### src/rtl/inst_sram_axi_rd_bridge.sv
// Read-only bridge from the IF-stage sram-like inst port to an AXI4 AR/R channel pair.
// Issues single-beat reads, keeps up to MAX_OUTST in flight, returns data in request order.
module inst_sram_axi_rd_bridge #(
   parameter int unsigned MAX_OUTST = 2,
   parameter logic [3:0]  ARID_VAL  = 4'd0
) (
   input  logic        clk,
   input  logic        resetn,

   input  logic        inst_sram_req,
   input  logic        inst_sram_wr,
   input  logic [1:0]  inst_sram_size,
   input  logic [31:0] inst_sram_addr,
   output logic        inst_sram_addr_ok,
   output logic        inst_sram_data_ok,
   output logic [31:0] inst_sram_rdata,

   output logic [3:0]  arid,
   output logic [31:0] araddr,
   output logic [7:0]  arlen,
   output logic [2:0]  arsize,
   output logic        arvalid,
   input  logic        arready,

   input  logic [3:0]  rid,
   input  logic [31:0] rdata,
   input  logic [1:0]  rresp,
   input  logic        rlast,
   input  logic        rvalid,
   output logic        rready
);

   typedef enum logic {
      AR_IDLE,
      AR_BUSY
   } ar_state_t;

   localparam logic [1:0] MAX_CNT = 2'(MAX_OUTST);

   ar_state_t   ar_state;
   logic [1:0]  outst_cnt;
   logic [1:0]  ar_size;
   logic        can_issue;
   logic        ar_hs;
   logic        r_last_hs;

   // Single ARID: ordering is implied, so ID and response code are not inspected.
   logic unused_inputs;
   assign unused_inputs = ^{rid, rresp};

   always_comb begin
      can_issue         = (ar_state == AR_IDLE) && (outst_cnt < MAX_CNT);
      // resetn gating keeps the grant low for the whole time reset is held
      inst_sram_addr_ok = resetn & inst_sram_req & ~inst_sram_wr & can_issue;
      rready            = (outst_cnt != 2'd0);
      ar_hs             = arvalid & arready;
      r_last_hs         = rvalid & rready & rlast;
      inst_sram_data_ok = r_last_hs;
      inst_sram_rdata   = rdata;
      arid              = ARID_VAL;
      arlen             = '0;
      arsize            = {1'b0, ar_size};
   end

   always_ff @(posedge clk or negedge resetn) begin
      if (!resetn) begin
         ar_state <= AR_IDLE;
         arvalid  <= 1'b0;
         araddr   <= '0;
         ar_size  <= '0;
      end else begin
         case (ar_state)
            AR_IDLE: begin
               if (inst_sram_addr_ok) begin
                  araddr   <= inst_sram_addr;
                  ar_size  <= inst_sram_size;
                  arvalid  <= 1'b1;
                  ar_state <= AR_BUSY;
               end
            end
            AR_BUSY: begin
               if (arready) begin
                  arvalid  <= 1'b0;
                  ar_state <= AR_IDLE;
               end
            end
            default: begin
               arvalid  <= 1'b0;
               ar_state <= AR_IDLE;
            end
         endcase
      end
   end

   always_ff @(posedge clk or negedge resetn) begin
      if (!resetn) begin
         outst_cnt <= '0;
      end else begin
         case ({ar_hs, r_last_hs})
            2'b10:   outst_cnt <= outst_cnt + 2'd1;
            2'b01:   outst_cnt <= outst_cnt - 2'd1;
            default: outst_cnt <= outst_cnt;
         endcase
      end
   end

   a_cnt_bound: assert property (@(posedge clk) disable iff (!resetn)
      outst_cnt <= MAX_CNT);

   a_ar_stable: assert property (@(posedge clk) disable iff (!resetn)
      (arvalid && !arready) |=> (arvalid && $stable(araddr) && $stable(arsize)));

endmodule

### config.mk
export PLATFORM = sky130hd
export DESIGN_NAME = inst_sram_axi_rd_bridge
export DESIGN_NICKNAME = d
export VERILOG_FILES = /design/src/rtl/inst_sram_axi_rd_bridge.sv
export SDC_FILE = /design/constraint.sdc
export NUM_CORES = 1
export LEC_CHECK = 0
export BUFFER_PORTS_ARGS = -buffer_cell sky130_fd_sc_hd__buf_2
export CORE_ASPECT_RATIO = 1.75
export CORE_MARGIN = 3
export CORE_UTILIZATION = 40
export DETAILED_ROUTE_END_ITERATION = 16
export HOLD_SLACK_MARGIN = 0.12
export PLACE_DENSITY = 0.85
export SLEW_MARGIN = 20
export SYNTH_ARGS = -nofsm -noshare
export SYNTH_HDL_FRONTEND = slang
export SYNTH_SLANG_ARGS = --single-unit
### constraint.sdc
create_clock -name clk -period 3.5 [get_ports clk]
set_input_delay 0.35 -clock clk [delete_from_list [all_inputs] [get_ports clk]]
set_output_delay 0.35 -clock clk [all_outputs]
set_load 0.02 [all_outputs]
==> results_dict.tcl, run 1 <==
set metrics [dict create \
    outcome "completed" \
    htreeDepth 2 \
    die_w_um 56.9 \
    cp-end-kind "output pin" \
    synth-seq-area-share_pct 52.4 \
    multi_input_area_um2 534 \
    fin_area_um2 2050 \
    syn_inst 135 \
    final_hold_viol_count 0 \
    ioPinCount 162 \
    place_ws_ps 1870 \
    seqCellArea_um2 951 \
    cts_hold_buf 0 \
    synthTopCellsByCount "45 x buf_4, 38 x dfrtp_1, 32 x mux2_2" \
    post_cts_resized 0 \
    clock_skew_ps 5.17 \
    yosysTopAreaCellShare_pct 52.4 \
    root_buffer "clkbuf_8" \
    setup_viol 0 \
    cts_tree "built" \
    drv_cap 0 \
    grt_pass1_vias 1071 \
    n_antenna_cell 0 \
    m1WireLength_um 930 \
    clk_pin_slew_ps 70 \
    total_power_mw 1.86 \
    p_seq_share_pct 41.1 \
    yosys_warnings 0 \
    vias 1097 \
    routed-wl-met3_um 345 \
    dpl_cell_area_um2 1960 \
    wl_um 3150 \
    p_int_mw 1.16 \
    clock_path_buffers 2 \
    hp-class "in2async" \
    grt_antenna_before_repair 0 \
    min_period_ps 1790 \
    crit_slowest_cell "dfrtp_1" \
    dieArea_um2 5410 \
    fin_crit_sh_pct 51.0 \
    std_cell_rows 31 \
    drc 0 \
    via_per_inst 4.63 \
    top_layer "met4" \
    path_buf_inv 2 \
    cts_setup_buffers 0 \
    grt_overflow 0 \
    total_leakage_power_nw 1.07 \
    gp_congestion 0.710 \
    grtUsageTotal_pct 11.4 \
    worstPathRequired_ps 3150 \
    grt_pass1_wl_um 4770 \
    die_h_um 95.1 \
    clkPwrFrac_pct 15.9 \
    ys_async_sr_fraction_pct 100 \
    ant_nets 0 \
    layout.nets 267 \
    met2_wirelength_um 1730 \
    place_hpwl_um 2520 \
    rrSetupSlack_ps 1870 \
    p_per_area_nw_per_um2 908 \
    final.setup.tns_ps 0 \
    slew_viol_final 0 \
    cts.sinks 38 \
    drt_first_pass_iters 2 \
    synth_largest_area_cell "dfrtp_1" \
    critPathMaxFanout 12 \
    io_buffers 78 \
    coreArea_um2 4270 \
    fill_cells 410 \
    synth_edf_count 0 \
    crit_chain "nor4_4, buf_4, buf_2" \
    numCtsBuffers 5 \
    drive_above_1_share_pct 64.9 \
    syn_avg_cell_area_um2 13.4 \
    grt_max_degree 39 \
    start_util_pct 42.6 \
    fin_ws_ps 1710 \
    wl_per_cell_um 13.3 \
    start_kind "register" \
    critPathArrivalTime_ps 1440 \
    synth.area.top_cells "dfrtp_1 52%, mux2_2 20%, buf_4 19%" \
    synth_flop_cell "dfrtp_1" \
    whs_ps 158 \
    fmax_ghz 0.560 \
    sw_frac_of_total_pct 37.8 \
    max_stage_delay_ps 420 \
    rsz0062_at_grt "false" \
    syn_area_um2 1820 \
    syn_to_final_growth_pct 13.2 \
    crit_family "buffers and inverters" \
    path_class "reg2out" \
    synth.most_common_cell "buf_4" \
    power_switching_mw 0.706 \
    pwr-share-comb_pct 43.1 \
    insertion_delay_ps 280 \
    synth-seq-cells 38 \
    vdd_ir_drop_max_mv 0.426 \
    synthDistinctLibCells 16 \
    drtIter0Drc 7 \
]
==> state kept, by name, indices dropped and copies added, names as in the netlist <==
signal     count
araddr        32
ar_size        2
outst_cnt      2
ar_state       1
arvalid        1
==> power by group through the flow <==
stage | Sequential (mW) | Combinational (mW) | Clock, mW
final | 0.766 | 0.803 | 0.296
after global routing | 0.800 | 0.860 | 0.336
after CTS | 0.772 | 0.821 | 0.315
after detailed placement | 0.780 | 0.821 | 0
after global placement | 0.763 | 0.800 | 0
after floorplan | 1.03 | 0.332 | 0
==> layout make-up <==
class / count / share of cell area (%)
Clock buffer: 7 / 4.20
Clock inverter: 1 / 0.244
Inverter: 1 / 0.183
Multi-Input combinational cell: 60 / 26.0
Sequential cell: 38 / 46.3
Tap cell: 49 / 2.98
Timing Repair Buffer: 81 / 20.1
==> routing by layer <==
metal  track usage [%]  vias to the layer above
li1                  -                      492
met1              10.5                      509
met2              21.3                       73
met3              3.39                       23
met4              7.16                        0
met5                 0                        -
==> through the flow <==
stage,std cells,utilization (%)
after floorplan,147,-
after global placement,229,46.0
after detailed placement,229,46.0
after CTS,237,48.2
after global routing,237,48.2
final,237,48.2
==> cells in the final DEF, fill, tap and decap left out, drive strengths merged <==
master   n
or2      1
ha       1
nor2     1
xor2     1
conb    13
dfrtp   38
nand2    3
nor4     1
inv      1
clkbuf   7
and3     1
clkinv   1
xnor2    2
buf     81
a21o     2
mux2    34
==> path summary, 6_finish.rpt <==
| kind | start | end | depth (start not counted) |
|---|---|---|---|
| worst min register to register | araddr[2]$_DFFE_PN0P_ | araddr[2]$_DFFE_PN0P_ | 1 |
| max in group asynchronous | resetn | outst_cnt[1]$_DFFE_PN0P_ | 2 |
| worst max-delay path | ar_state$_DFF_PN0_ | inst_sram_addr_ok | 3 |
| min in group clk | inst_sram_addr[0] | araddr[0]$_DFFE_PN0P_ | 2 |
| worst max register to register | outst_cnt[1]$_DFFE_PN0P_ | outst_cnt[1]$_DFFE_PN0P_ | 5 |
| worst min-delay path | resetn | araddr[0]$_DFFE_PN0P_ | 2 |
==> cells by family after synthesis <==
| family | share of synthesized area, % |
|---|---|
| AO/OA/AOI/OAI | 0.827 |
| XOR/XNOR | 1.45 |
| adder cells (fa/ha/maj) | 0.689 |
| buffers and inverters | 20.7 |
| flip-flops | 52.4 |
| multiplexers | 21.1 |
| other | 0.207 |
| AND/OR/NAND/NOR | 2.69 |
==> worst reg2reg max path, delay by kind of cell, from the launching register on <==
kind	cells	cell delay, ps
xor+xnor	1	170
fa+ha+maj	1	320
flops	1	430
simple gates	3	640
(Power assumes the default switching activity.)
==> run 2: changes to the inputs <==
--- a/config.mk
+++ b/config.mk
@@ -8,10 +8,10 @@
 export BUFFER_PORTS_ARGS = -buffer_cell sky130_fd_sc_hd__buf_2
 export CORE_ASPECT_RATIO = 1.75
 export CORE_MARGIN = 3
-export CORE_UTILIZATION = 40
+export CORE_UTILIZATION = 34
 export DETAILED_ROUTE_END_ITERATION = 16
 export HOLD_SLACK_MARGIN = 0.12
-export PLACE_DENSITY = 0.85
+export PLACE_DENSITY = 0.77
 export SLEW_MARGIN = 20
 export SYNTH_ARGS = -nofsm -noshare
 export SYNTH_HDL_FRONTEND = slang
==> constraint.sdc (replaced) <==
create_clock -name clk -period 1.5 [get_ports clk]
set_input_delay 0.15 -clock clk [delete_from_list [all_inputs] [get_ports clk]]
set_output_delay 0.15 -clock clk [all_outputs]
set_load 0.02 [all_outputs]
==> run 2 against run 1 <==
Against the previous run:
- the flow now finishes with violations (setup timing)
- non-clock buffer count increased by 40
- final cell count rose by 19%
- setup slack got worse by 1700 ps
- first-iteration DRC count grew to 2.7 times the previous value
- sequential share of layout area fell by 9.1 points
- global-route usage increased by 1.5 points
- core utilization up 2.4 points
- clock-buffer cell count fell by 2
- sequential power is 140% higher
- largest cell class unchanged
==> results_dict.tcl, run 2 (synthesis results as in run 1) <==
set metrics [dict create \
    insertion_delay_ps 280 \
    root_buffer "clkbuf_8" \
    drv_cap 0 \
    grt_max_degree 39 \
    die_h_um 103 \
    fin_ws_ps -2.41 \
    start_kind "register" \
    ant_nets 0 \
    grt_pass1_wl_um 5870 \
    setup_viol 2 \
    dieArea_um2 6290 \
    cp-end-kind "register" \
    wl_um 4020 \
    final_cell_mix "77 x buf_2, 38 x dfrtp_1, 35 x dlygate4sd3_1" \
    place_ws_ps -72.9 \
    critPathMaxFanout 19 \
    vdd_ir_drop_max_mv 0.723 \
    grtUsageTotal_pct 12.9 \
    top_register "araddr" \
    fmax_ghz 0.666 \
    drtIter0Drc 19 \
    crit_family "flip-flops" \
    clk_pin_slew_ps 70 \
    largest_reg_flops 32 \
    path_buf_inv 1 \
    gp_congestion 0.586 \
    hp-class "in2reg" \
    total_leakage_power_nw 1.30 \
    final_cells 281 \
    numCtsBuffers 5 \
    place_hpwl_um 2540 \
    total_power_mw 4.68 \
    via_per_inst 4.44 \
    layout.nets 307 \
    worstPathRequired_ps 1660 \
    grt_pass1_vias 1299 \
    die_w_um 61.2 \
    vias 1249 \
    fin_crit_sh_pct 100 \
    cts.sinks 38 \
    max_stage_delay_ps 420 \
    clock_path_buffers 2 \
    io_buffers 78 \
    final.setup.tns_ps -4.47 \
    drt_first_pass_iters 4 \
    fill_cells 424 \
    p_per_area_nw_per_um2 1830 \
    layout_commonest_cell "buf_2" \
    std_cell_rows 34 \
    grt_antenna_before_repair 0 \
    fin_util_pct 50.5 \
    wl_per_cell_um 14.3 \
    crit_slowest_cell "dfrtp_1" \
    coreArea_um2 5060 \
    syn_to_final_growth_pct 40.9 \
    violations "setup timing" \
    path_class "reg2reg" \
    dp.cells 236 \
    drive_above_1_share_pct 57.7 \
    cts_tree "built" \
    final_hold_viol_count 0 \
    clock_skew_ps 3.88 \
    crit_chain "nor4_4, buf_6, mux2_2" \
    n_antenna_cell 0 \
    htreeDepth 2 \
    critPathArrivalTime_ps 1670 \
    slew_viol_final 0 \
    rsz0062_at_grt "true" \
    start_util_pct 35.9 \
    outcome "finished with violations" \
    ioPinCount 162 \
    grt_overflow 0 \
    drc 0 \
    largest_registers "araddr: 32 flops, ar_size: 2 flops, outst_cnt: 2 flops" \
    min_period_ps 1500 \
]
==> run 2: cell types whose count changed in the layout (fill, tap and decap cells not counted), moves of 2 or more <==
cell and change:
buf_6 +2, buf_4 +3, dlygate4sd3_1 +35, mux2_4 +19, mux2_2 -18
==> run 2: tightest hold or removal path, stage by stage <==
cell	delay, ps
buf_2	110
inv_1	50
a21o_1	90
==> run 2: worst paths after layout <==
check	from	to	slack [ps]	depth (start not counted)
min in group asynchronous	resetn	araddr[23]$_DFFE_PN0P_	530	3
max in group asynchronous	resetn	araddr[30]$_DFFE_PN0P_	650	3
hold reg to reg	araddr[2]$_DFFE_PN0P_	araddr[2]$_DFFE_PN0P_	480	1
setup reg to reg	outst_cnt[1]$_DFFE_PN0P_	araddr[28]$_DFFE_PN0P_	-2	3
setup / recovery	outst_cnt[1]$_DFFE_PN0P_	araddr[28]$_DFFE_PN0P_	-2	3
hold / removal	arready	ar_state$_DFF_PN0_	160	3
==> run 2: timing repair <==
item / CTS / global route
buffers inserted: 3 / 0
resized for setup: 7 / 2
pin swaps: 2 / 5
setup endpoints to repair: 36 / 37
endpoints found under the hold margin: 72 / 0
hold buffers: 35 / 0
==> run 2: routing by layer <==
| layer | track usage, % | vias up | wire, µm |
|---|---|---|---|
| met5 | 0 | - | 0 |
| met4 | 8.18 | 0 | 146 |
| met3 | 3.88 | 15 | 356 |
| met2 | 23.2 | 74 | 2170 |
| met1 | 12.1 | 589 | 1350 |
| li1 | - | 571 | - |
==> run 2: power breakdown <==
| part | total [mW] | switching (mW) | internal, mW |
|---|---|---|---|
| Combinational | 2.24 | 1.15 | 1.09 |
| Sequential | 1.81 | 0.273 | 1.53 |
| Clock | 0.635 | 0.324 | 0.311 |
| Total | 4.68 | 1.75 | 2.94 |
==> run 2: area by class of cell <==
type                       instances  area [µm²]  share of cell area (%)
clock buffer                       5        68.8                    2.69
timing repair buffer             121         823                    32.2
clock inverter                     2        10.0                   0.391
inverter                           1        3.75                   0.147
multi-input combinational         60         633                    24.8
tap                               54        67.6                    2.64
sequential                        38         951                    37.2
==> run 2: stage by stage <==
stage / area [µm²] / hold slack [ps]
after floorplan: 1930 / -146
after global placement: 2050 / 300
after detailed placement: 2050 / 297
after CTS: 2550 / 145
after global routing: 2560 / 181
final: 2560 / 157
==> run 3: changes to the inputs <==
--- a/config.mk
+++ b/config.mk
@@ -12,6 +12,7 @@
 export DETAILED_ROUTE_END_ITERATION = 16
 export HOLD_SLACK_MARGIN = 0.12
 export PLACE_DENSITY = 0.77
+export SKIP_LAST_GASP = 1
 export SLEW_MARGIN = 20
 export SYNTH_ARGS = -nofsm -noshare
 export SYNTH_HDL_FRONTEND = slang
==> run 3 against run 2 <==
Against the previous run:
- the flow still finishes with violations (setup timing)
- sequential cell count is the same
- first-iteration DRC count shrank 11%
- die area unchanged
- fmax fell by 0.11%
- final cell count did not move
- hold slack hardly changed
- global-route usage decreased by 0.075 points
- critical path type unchanged
- largest cell class unchanged
- largest power group unchanged
==> results_dict.tcl, run 3 (synthesis results as in run 1) <==
set metrics [dict create \
    via_per_inst 4.40 \
    cts.sinks 38 \
    fmax_ghz 0.665 \
    fin_crit_sh_pct 100 \
    start_util_pct 35.9 \
    drv_cap 0 \
    top_layer "met4" \
    p_per_area_nw_per_um2 1830 \
    grt_antenna_before_repair 0 \
    holdCritStartpoint "arready" \
    io_buffers 78 \
    met2_wirelength_um 2130 \
    insertion_delay_ps 280 \
    clock_path_buffers 2 \
    die_h_um 103 \
    place_ws_ps -72.9 \
    largest_registers "araddr: 32 flops, ar_size: 2 flops, outst_cnt: 2 flops" \
    total_leakage_power_nw 1.30 \
    drtIter0Drc 17 \
    grt_max_degree 39 \
    ioPinCount 162 \
    drt_first_pass_iters 4 \
    critPathMaxFanout 11 \
    wl_per_cell_um 14.2 \
    grtUsageTotal_pct 12.8 \
    grt_pass1_vias 1292 \
    top_register "araddr" \
    m1WireLength_um 1360 \
    layout.nets 307 \
    rsz0062_at_grt "true" \
    syn_to_final_growth_pct 40.3 \
    clock_skew_ps 4.00 \
    drive_above_1_share_pct 57.7 \
    grt_overflow 0 \
    coreArea_um2 5060 \
    outcome "finished with violations" \
    numCtsBuffers 5 \
    hold_end "ar_state$_DFF_PN0_" \
    min_period_ps 1500 \
    r2r_cells 4 \
    routed-wl-met3_um 353 \
    drc 0 \
    worstPathRequired_ps 1660 \
    critPathArrivalTime_ps 1670 \
    wl_um 3990 \
    setup_viol 3 \
    dp.cells 236 \
    path_class "reg2reg" \
    ant_nets 0 \
    die_w_um 61.2 \
    gp_congestion 0.586 \
    root_buffer "clkbuf_8" \
    place_hpwl_um 2540 \
    whs_ps 157 \
    vias 1235 \
    htreeDepth 2 \
    final_hold_viol_count 0 \
    violations "setup timing" \
    dieArea_um2 6290 \
    slew_viol_final 0 \
    r2r-start "outst_cnt[1]$_DFFE_PN0P_" \
    fin_ws_ps -4.12 \
    grt_pass1_wl_um 5840 \
    cts_tree "built" \
    n_antenna_cell 0 \
    layout_commonest_cell "buf_2" \
    vdd_ir_drop_max_mv 0.699 \
    timing.rr.end "araddr[7]$_DFFE_PN0P_" \
    final_cell_mix "78 x buf_2, 38 x dfrtp_1, 35 x dlygate4sd3_1" \
    final_cells 281 \
    worstHoldPathCells 3 \
    cp-end-kind "register" \
    rrSetupSlack_ps -4 \
    start_kind "register" \
    clk_pin_slew_ps 70 \
    largest_reg_flops 32 \
    hp-class "in2reg" \
    std_cell_rows 34 \
]
## run 3: changes by cell type in the layout (fill, tap and decap cells not counted)
cell    delta
buf_4      -1
mux2_2     +2
mux2_4     -2
buf_2      +1
## run 3: final cells by class
| type | instances | area [µm²] |
|---|---|---|
| Clock buffer | 5 | 68.8 |
| Clock inverter | 2 | 10.0 |
| Fill cell | 427 | 2510 |
| Inverter | 1 | 3.75 |
| Multi-Input combinational cell | 60 | 626 |
| Sequential cell | 38 | 951 |
| Tap cell | 54 | 67.6 |
| Timing Repair Buffer | 121 | 821 |
## run 3: power by group
part,switching (mW),internal [mW]
clock,0.321,0.311
sequential,0.272,1.53
combinational,1.15,1.08
## run 3: how the worst max path moves through the flow
| stage | from | to | slack [ps] | cells past startpoint |
|---|---|---|---|---|
| final | outst_cnt[1]$_DFFE_PN0P_ | araddr[7]$_DFFE_PN0P_ | -4 | 4 |
| after detailed placement | outst_cnt[1]$_DFFE_PN0P_ | outst_cnt[1]$_DFFE_PN0P_ | -70 | 5 |
| after CTS | outst_cnt[1]$_DFFE_PN0P_ | inst_sram_addr_ok | -30 | 3 |
| after global placement | outst_cnt[1]$_DFFE_PN0P_ | outst_cnt[1]$_DFFE_PN0P_ | -60 | 5 |
| after floorplan | outst_cnt[1]$_DFFE_PN0P_ | araddr[12]$_DFFE_PN0P_ | -140 | 3 |
| after global routing | outst_cnt[1]$_DFFE_PN0P_ | inst_sram_addr_ok | -90 | 3 |
## run 3: through the flow
step           total power [mW]  util (%)  TNS, ps  instance area (µm²)
6_report                   4.66      50.3    -6.14                 2550
5_1_grt                    4.97      50.3    -1720                 2550
4_1_cts                    4.69      50.0     -217                 2530
3_5_place_dp               3.92      40.6     -606                 2050
3_3_place_gp               3.87      40.6    -95.8                 2050
2_1_floorplan              3.33         -    -3520                 1930
## run 3: worst max-delay path: stages (launching register included)
cell,delay (ps)
dfrtp_1,420
nor4_4,320
buf_6,170
buf_12,140
mux2_2,330
## run 3: what timing repair did
| item | in CTS | in global routing |
|---|---|---|
| resized for setup | 4 | 2 |
| endpoints found under the hold margin | 72 | 0 |
| hold buffers | 35 | 0 |
| endpoints found under the setup margin | 36 | 36 |
| buffers inserted | 3 | 0 |
| pin swaps | 2 | 5 |
## run 3: metal layers
metal  vias up  GRT usage [%]
met5         -              0
met2        74           23.1
met1       575           11.9
met4         0           8.18
met3        15           3.88
li1        571              -
